$ cat src/rtl/count_order_load.sv
`default_nettype none
// ============================================================================
// Module      : count_order_load
// Description : Up/down counter with synchronous parallel load.
//               Priority is reset, then load, then count. Uses a synchronous
//               active-low reset. Define COUNT_ORDER_LOAD_SAT_EN to make the
//               counter saturate at its limits instead of wrapping.
// Revision    : 1.0 - initial release
// ============================================================================
module count_order_load #(
    parameter int WIDTH = 4
) (
    input  logic             clk,
    input  logic             rst,
    input  logic             dir,
    input  logic             load,
    input  logic [WIDTH-1:0] vi,
    output logic [WIDTH-1:0] out
);

    localparam logic [WIDTH-1:0] c_max  = '1;
    localparam logic [WIDTH-1:0] c_zero = '0;
    localparam logic [WIDTH-1:0] c_one  = {{(WIDTH-1){1'b0}}, 1'b1};

    logic [WIDTH-1:0] count_q;
    logic [WIDTH-1:0] count_d;

    always_comb begin
        count_d = count_q;
        if (load) begin
            count_d = vi;
        end else if (dir) begin
`ifdef COUNT_ORDER_LOAD_SAT_EN
            count_d = (count_q == c_max) ? c_max : count_q + c_one;
`else
            count_d = count_q + c_one;
`endif
        end else begin
`ifdef COUNT_ORDER_LOAD_SAT_EN
            count_d = (count_q == c_zero) ? c_zero : count_q - c_one;
`else
            count_d = count_q - c_one;
`endif
        end
    end

    // Reset is folded in here so it dominates load and count on the same edge.
    always_ff @(posedge clk) begin
        if (!rst) begin
            count_q <= c_zero;
        end else begin
            count_q <= count_d;
        end
    end

    assign out = count_q;

endmodule
`default_nettype wire

$ cat config.mk
export PLATFORM = sky130hd
export DESIGN_NAME = count_order_load
export DESIGN_NICKNAME = d
export VERILOG_FILES = /design/src/rtl/count_order_load.sv
export SDC_FILE = /design/constraint.sdc
export NUM_CORES = 1
export LEC_CHECK = 0
export BUFFER_PORTS_ARGS = -buffer_cell sky130_fd_sc_hd__buf_2
export CORE_AREA = 2 2 39 41
export CTS_BUF_LIST = sky130_fd_sc_hd__clkbuf_16
export CTS_CLUSTER_SIZE = 24
export DETAILED_ROUTE_END_ITERATION = 10
export DIE_AREA = 0 0 41 43
export PLACE_DENSITY = 0.52
export SYNTH_ARGS = -nofsm -noshare
export SYNTH_HDL_FRONTEND = slang
export SYNTH_SLANG_ARGS = --single-unit
$ cat constraint.sdc
create_clock -name clk -period 1.3 [get_ports clk]
set_input_delay 0.065 -clock clk [delete_from_list [all_inputs] [get_ports clk]]
set_output_delay 0.065 -clock clk [all_outputs]
set_load 0.01 [all_outputs]
Word-level counts from Yosys, hierarchy flattened
Cells that the tools add are included.
W data, S select, Z words.
{"block": "totals", "in_bits": 8, "output_inout_bits": 4, "wordCells": 5, "ff_bits": 4}
{"block": "op_classes", "muxes": 2, "n_addsub": 2}
{"op": "$mux W4", "count": 2}
{"op": "$add A4 B1 Y4 const B", "count": 1}
{"op": "$sub A4 B1 Y4 const B", "count": 1}

Longest topological paths before layout
Gate-level depths: netlist of the first run.
{"block": "depth", "depth_word": 3, "depth_mapped": 5, "ltp_nobuf": 5}

Least setup slack after synthesis of the first run
OpenSTA, ideal clock, no wires.
{"block": "synth_path", "path_kind": "reg-to-reg", "startpoint": "register count_q[2] (netlist: out[2])", "endpoint": "register count_q[3] (netlist: out[3])", "required_time_ns": 1.178, "slack_ns": -0.010, "stages_incl_launch_ff": 5, "arrival_time_ns": 1.187, "path_cell_list": "dfxtp_1 -> ha_1 -> a21oi_1 -> a2111oi_2 -> a311o_1"}
{"block": "synth_via", "elab_chain_len": 3, "elab_cells_between_ends": 4}
{"element": "start, declared", "line_no": "25", "rtl": "logic [WIDTH-1:0] count_q;"}
{"element": "start signal, assigned", "line_no": "50", "rtl": "count_q <= c_zero;"}
{"element": "start signal, assigned", "line_no": "52", "rtl": "count_q <= count_d;"}
{"element": "$sub A4 B1 Y4 or $add A4 B1 Y4 (tied branches)", "line_no": "42, 36"}
{"element": "$mux W4 (*)", "line_no": "32", "rtl": "end else if (dir) begin"}
{"element": "$mux W4 (*)", "line_no": "30", "rtl": "if (load) begin"}
Every way passes the cells marked *; elsewhere a longest branch is shown, timed or not.
A chain may end at the register's enable or synchronous reset.

Final worst setup path of the first run
Same ends and word-level chain as after synthesis.

==> flow_metrics.py, run 1 <==
metrics = {
    "clock_tree": {
        "cts_buffer_depth": 2,
        "cts_root_buffer": "clkbuf_16",
        "worstSkewPairLatency_ns": 0.23,
        "h-tree-depth": 1,
        "clock-sinks": 4,
        "clk_pin_slew_ns": 0.03,
        "cts_tree": "done",
        "cts_made_buffers": 3,
        "cts_hold_buffers": 0,
    },
    "synth": {
        "yosys.area.top_type": "dfxtp_1",
        "synthCells": 25,
        "yosysTopAreaCellShare": 0.3249,
        "ys_ff_latch": 4,
        "yosys-top-cells-area": "dfxtp_1 (32%), ha_1 (10%), fa_1 (8.1%), mux2i_1 (8.1%), a2111oi_2 (6.1%)",
        "ys_warn_count": 0,
        "syn_area_um2": 246.5,
        "syn-num-nets": 36,
        "synth.yosys.seq_area_share": 0.3249,
        "syn_avg_cell_area_um2": 9.859,
        "yosysUniqueCellTypes": 16,
    },
    "detailed_routing": {
        "vias": 230,
        "dr.pass1.iters": 2,
        "wl_um": 577,
        "wl_per_cell_um": 10.69,
        "vias_per_cell": 4.259,
        "antenna_left": 0,
        "drc": 0,
        "first_iter_violations": 1,
    },
    "sta": {
        "clock.fmax_mhz": 809.3,
        "hold_slack_ns": 0.07660,
        "relSlewSlack": 0.8224,
        "setup_viol_count_final": 0,
        "fin_crit_sh": 0.9504,
        "rsz0062_at_grt": "no",
        "skew_ns": 0.001303,
        "final_hold_viol_count": 0,
        "worst_slew_pin_slew_ns": 0.2658,
        "finalCriticalPeriod_ns": 1.236,
        "drv_slew": 0,
    },
    "layout": {
        "drive_above_1_share": 0.5263,
        "final_cell_count_no_fill": 54,
        "final_common_cell": "buf_2",
        "largest_reg_flops": 4,
        "diodes": 0,
        "nets": 51,
        "most-common-layout-cells": "buf_2 (11), nor2_1 (4), clkbuf_16 (3), dfxtp_1 (3), mux2i_1 (2)",
        "areaGrowthSynthToFinish_pct": 70.05,
        "final_area_um2": 419.2,
    },
    "min_path": {
        "hp-class": "primary input to register",
    },
    "placement": {
        "postPlaceCellArea_um2": 317.8,
        "hpwlAfterDp_um": 445.5,
        "port_buffers": 11,
        "globalplace.congestion": 0.7032,
        "dpl.cell_count": 51,
    },
    "global_route": {
        "grt_pass1_wl_um": 1007,
        "first_global_vias": 243,
        "grt_start_max_net_pins": 8,
        "antenna_found_initial": 0,
        "grt_usage": 0.09557,
        "grt.overflow.total": 0,
    },
    "pwr": {
        "p_total_w": 0.0007544,
        "worst_ir_drop_vdd_v": 0.0007546,
        "p_leak_nw": 0.1940,
        "power.density_nw_per_um2": 1800,
    },
    "setup_path": {
        "critical_path_required_ns": 1.47,
        "worstPathMaxFanout": 3,
        "cp-end-kind": "register",
        "crit_arrival_ns": 1.40,
        "cp-start-kind": "register",
        "path_class": "register to register",
    },
    "floorplan": {
        "num_io_pins": 12,
        "die_w_um": 41,
        "start_util": 0.1781,
        "die_h_um": 43,
        "fp-row-count": 14,
        "dieArea_um2": 1763,
        "core_area_um2": 1384,
    },
    "job": {
        "drv_cap": 0,
    },
    "outcome": {
        "status": "completed",
    },
}
==> where the power goes <==
part	switching [W]	internal [W]	leakage (nW)	total, W
Clock	0.0000882	0.000393	0.0370	0.000481
Combinational	0.0000601	0.0000623	0.123	0.000122
Sequential	0.0000122	0.000139	0.0336	0.000151
==> kinds of logic after synthesis <==
family | synth area share
DFF | 0.3249
xor gates and xnor gates | 0.07108
muxes | 0.08122
AOI/OAI and AO/OA | 0.1421
and+or+nand+nor | 0.1370
adders and majority gates | 0.1827
buffers and inverters | 0.06090
==> path summary, 6_finish.rpt <==
path / from / end / slack (ns) / depth (start not counted)
worst max-delay path: out[2] / out[3] / 0.06 / 4
worst min-delay path: vi[0] / out[0] / 0.08 / 3
worst max register to register: out[2] / out[3] / 0.06 / 4
worst min register to register: out[0] / out[0] / 0.59 / 3
==> layer usage <==
metal	vias to the layer above	GRT usage	share of wire	routed length, um
li1	113	-	-	-
met1	107	0.1003	0.40	233
met2	8	0.1219	0.48	276
met3	2	0.05236	0.080	46
met4	0	0.1000	0.036	21
met5	-	0	0	0
==> metrics by stage <==
stage / setup WS [ns] / utilization / setup TNS (ns)
after CTS: 0.03757 / 0.2929 / 0
after floorplan: 0.02844 / - / 0
after global routing: 0.001699 / 0.3029 / 0
after global placement: -0.001502 / 0.2297 / -0.001502
final: 0.06443 / 0.3029 / 0
after detailed placement: -0.01293 / 0.2297 / -0.01293
==> layout make-up <==
| cell class | count | area, um^2 |
|---|---|---|
| timing repair buffer | 11 | 55.05 |
| tap | 16 | 20.02 |
| sequential | 4 | 81.33 |
| multi-input combinational | 18 | 180.2 |
| inverter | 2 | 7.507 |
| clock buffer | 3 | 75.07 |
| fill | 149 | 964.7 |
==> Yosys cell counts <==
cell type and count:
dfxtp_1 4, xor2_1 1, ha_1 2, fa_1 1, buf_4 1, nand3_1 1, nor2_1 4, a311o_1 1
xnor2_1 1, inv_1 1, mux2i_1 2, inv_2 1, a21oi_1 2, nor3b_1 1, and3_1 1, a2111oi_2 1
==> timing repair <==
| action | 4_1_cts | 5_1_grt |
|---|---|---|
| endpoints found under the hold margin | 0 | 0 |
| pin swaps | 1 | 0 |
| gates resized for setup | 1 | 3 |
| cloned | 0 | 0 |
| setup endpoints to repair | 1 | 1 |
| setup buffers | 0 | 0 |
==> critical path, cell delays in order (launching register included) <==
cell and delay, ns:
dfxtp_2 0.32, ha_4 0.29, a21oi_4 0.06, a2111oi_2 0.35, a311o_1 0.15
Note: power is estimated with default switching activity, not from simulation.
==> run 2: changes to the inputs <==
Settings changed: BUFFER_PORTS_ARGS -buffer_cell sky130_fd_sc_hd__buf_2 to -buffer_cell sky130_fd_sc_hd__buf_4.
==> run 2 against run 1 <==
Effect of this change: die area unchanged; utilization rose by 5.4 points; total power rose by 5.3%; count of clock-buffer cells in the layout is the same; combinational power increased by 36%; register-to-register slack lost 0.03 ns; clock skew is 0.00053 ns lower; global-route usage decreased by 1.0 points; sequential share of layout area decreased by 2.9 points; via count up 2.6%; wire length down 1.0%; largest cell class unchanged.
==> flow_metrics.py, run 2 (synthesis gave the netlist of run 1 again) <==
metrics = {
    "outcome": {
        "status": "completed",
    },
    "layout": {
        "nets": 53,
        "final_area_um2": 494.2,
        "diodes": 0,
        "final_common_cell": "buf_4",
        "drive_above_1_share": 0.5750,
        "areaGrowthSynthToFinish_pct": 100.5,
        "largest_reg_flops": 4,
        "most-common-layout-cells": "buf_4 (13), nor2_1 (4), clkbuf_16 (3), dfxtp_1 (3)",
        "final_cell_count_no_fill": 56,
    },
    "pwr": {
        "combPwrFrac": 0.209,
        "clockPowerShare": 0.597,
        "worst_ir_drop_vdd_v": 0.0008558,
        "p_leak_nw": 0.2110,
        "p_seq_frac": 0.195,
        "switching_share": 0.2122,
        "p_total_w": 0.0007943,
        "intPower_w": 0.0006258,
        "switchingPower_w": 0.0001686,
        "power.density_nw_per_um2": 1607,
    },
    "setup_path": {
        "cp_cell_sequence": "ha_4 -> a21oi_4 -> a2111oi_4 -> a311o_1",
        "critical_path_required_ns": 1.40,
        "r2r_end": "out[3]",
        "crit_path_top_delay_cell": "dfxtp_2",
        "crit_arrival_ns": 1.37,
        "path_class": "register to register",
        "worstPathMaxFanout": 3,
        "cp-end-kind": "register",
        "cp-start-kind": "register",
        "rr_worst_depth": 4,
        "crit_family": "compound AO/OA/AOI/OAI gates",
        "worstPathBufferInverterCount": 0,
        "rrSetupSlack_ns": 0.03,
        "max_stage_delay_ns": 0.33,
        "rr_startpoint": "out[2]",
    },
    "detailed_routing": {
        "antenna_left": 0,
        "wl_per_cell_um": 10.20,
        "drc": 0,
        "vias_per_cell": 4.214,
        "wl_um": 571,
        "dr.pass1.iters": 4,
        "vias": 236,
        "first_iter_violations": 7,
    },
    "floorplan": {
        "num_io_pins": 12,
        "dieArea_um2": 1763,
        "core_area_um2": 1384,
        "start_util": 0.1781,
        "fp-row-count": 14,
        "die_h_um": 43,
        "die_w_um": 41,
    },
    "clock_tree": {
        "clock-sinks": 4,
        "worstSkewPairLatency_ns": 0.22,
        "clk_pin_slew_ns": 0.03,
        "h-tree-depth": 1,
        "cts_hold_buffers": 0,
        "cts_made_buffers": 3,
        "cts_tree": "done",
        "cts_buffer_depth": 2,
        "cts_root_buffer": "clkbuf_16",
    },
    "placement": {
        "port_buffers": 11,
        "postPlaceCellArea_um2": 352.8,
        "dpl.cell_count": 52,
        "globalplace.congestion": 0.7022,
        "hpwlAfterDp_um": 424.8,
    },
    "sta": {
        "setup_viol_count_final": 0,
        "finalCriticalPeriod_ns": 1.269,
        "fin_crit_sh": 0.9763,
        "skew_ns": 0.0007711,
        "relSlewSlack": 0.7862,
        "rsz0062_at_grt": "yes",
        "clock.fmax_mhz": 787.9,
        "drv_slew": 0,
        "final_hold_viol_count": 0,
        "worst_slew_pin_slew_ns": 0.3184,
        "tns_ns": 0,
    },
    "global_route": {
        "antenna_found_initial": 0,
        "grt_usage": 0.08551,
        "grt_pass1_wl_um": 945,
        "first_global_vias": 229,
        "grt.overflow.total": 0,
        "grt_start_max_net_pins": 8,
    },
    "min_path": {
        "min_from": "vi[0]",
        "hold_path_end": "out[0]",
        "hp-class": "primary input to register",
        "hold_depth": 3,
    },
    "job": {
        "drv_cap": 0,
    },
}
-- run 2: layout make-up --
type / count / area [um^2]
clock buffer: 3 / 75.07
fill: 143 / 889.6
inverter: 2 / 7.507
multi-input combinational: 18 / 212.7
sequential: 4 / 81.33
tap: 16 / 20.02
timing repair buffer: 13 / 97.59
-- run 2: stage by stage --
step	setup slack, ns	util	hold WS (ns)
final	0.03087	0.3571	0.07530
after global routing	-0.002677	0.3571	0.1217
after CTS	0.001672	0.3092	0.07536
after detailed placement	0.006591	0.2550	0.3024
after global placement	0.0005450	0.2550	0.2918
after floorplan	0.02844	-	0.2077
-- run 2: tightest hold or removal path: cells and delay by family --
family / cells / cell delay, ns
AOI/OAI and AO/OA: 1 / 0.05
buffers and inverters: 1 / 0.08
and+or+nand+nor: 1 / 0.07
-- run 2: timing repair --
action,4_1_cts,5_1_grt
setup endpoints to repair,0,1
setup buffers,0,1
gates resized for setup,0,7
-- run 2: worst max path at each step --
stage / start / end / slack, ns / depth (start not counted)
final: out[2] / out[3] / 0.03 / 4
after CTS: out[2] / out[3] / 0.002 / 4
after global routing: out[2] / out[3] / -0.003 / 4
after floorplan: out[2] / out[3] / 0.03 / 4
after detailed placement: out[2] / out[3] / 0.007 / 4
after global placement: out[2] / out[3] / 0.0005 / 4
-- run 2: routing by layer --
metal / GRT usage / up-vias / routed length [um]
li1: - / 118 / -
met1: 0.1197 / 107 / 258
met2: 0.09375 / 9 / 265
met3: 0.01571 / 2 / 28
met4: 0.1000 / 0 / 19
met5: 0 / - / 0
-- run 2: power by group through the flow --
stage	Sequential [W]	Combinational, W	Clock [W]
after floorplan	0.000156	0.0000651	0
after global placement	0.000152	0.000124	0
after detailed placement	0.000151	0.000125	0
after CTS	0.000149	0.000126	0.000482
after global routing	0.000157	0.000183	0.000498
final	0.000155	0.000166	0.000474
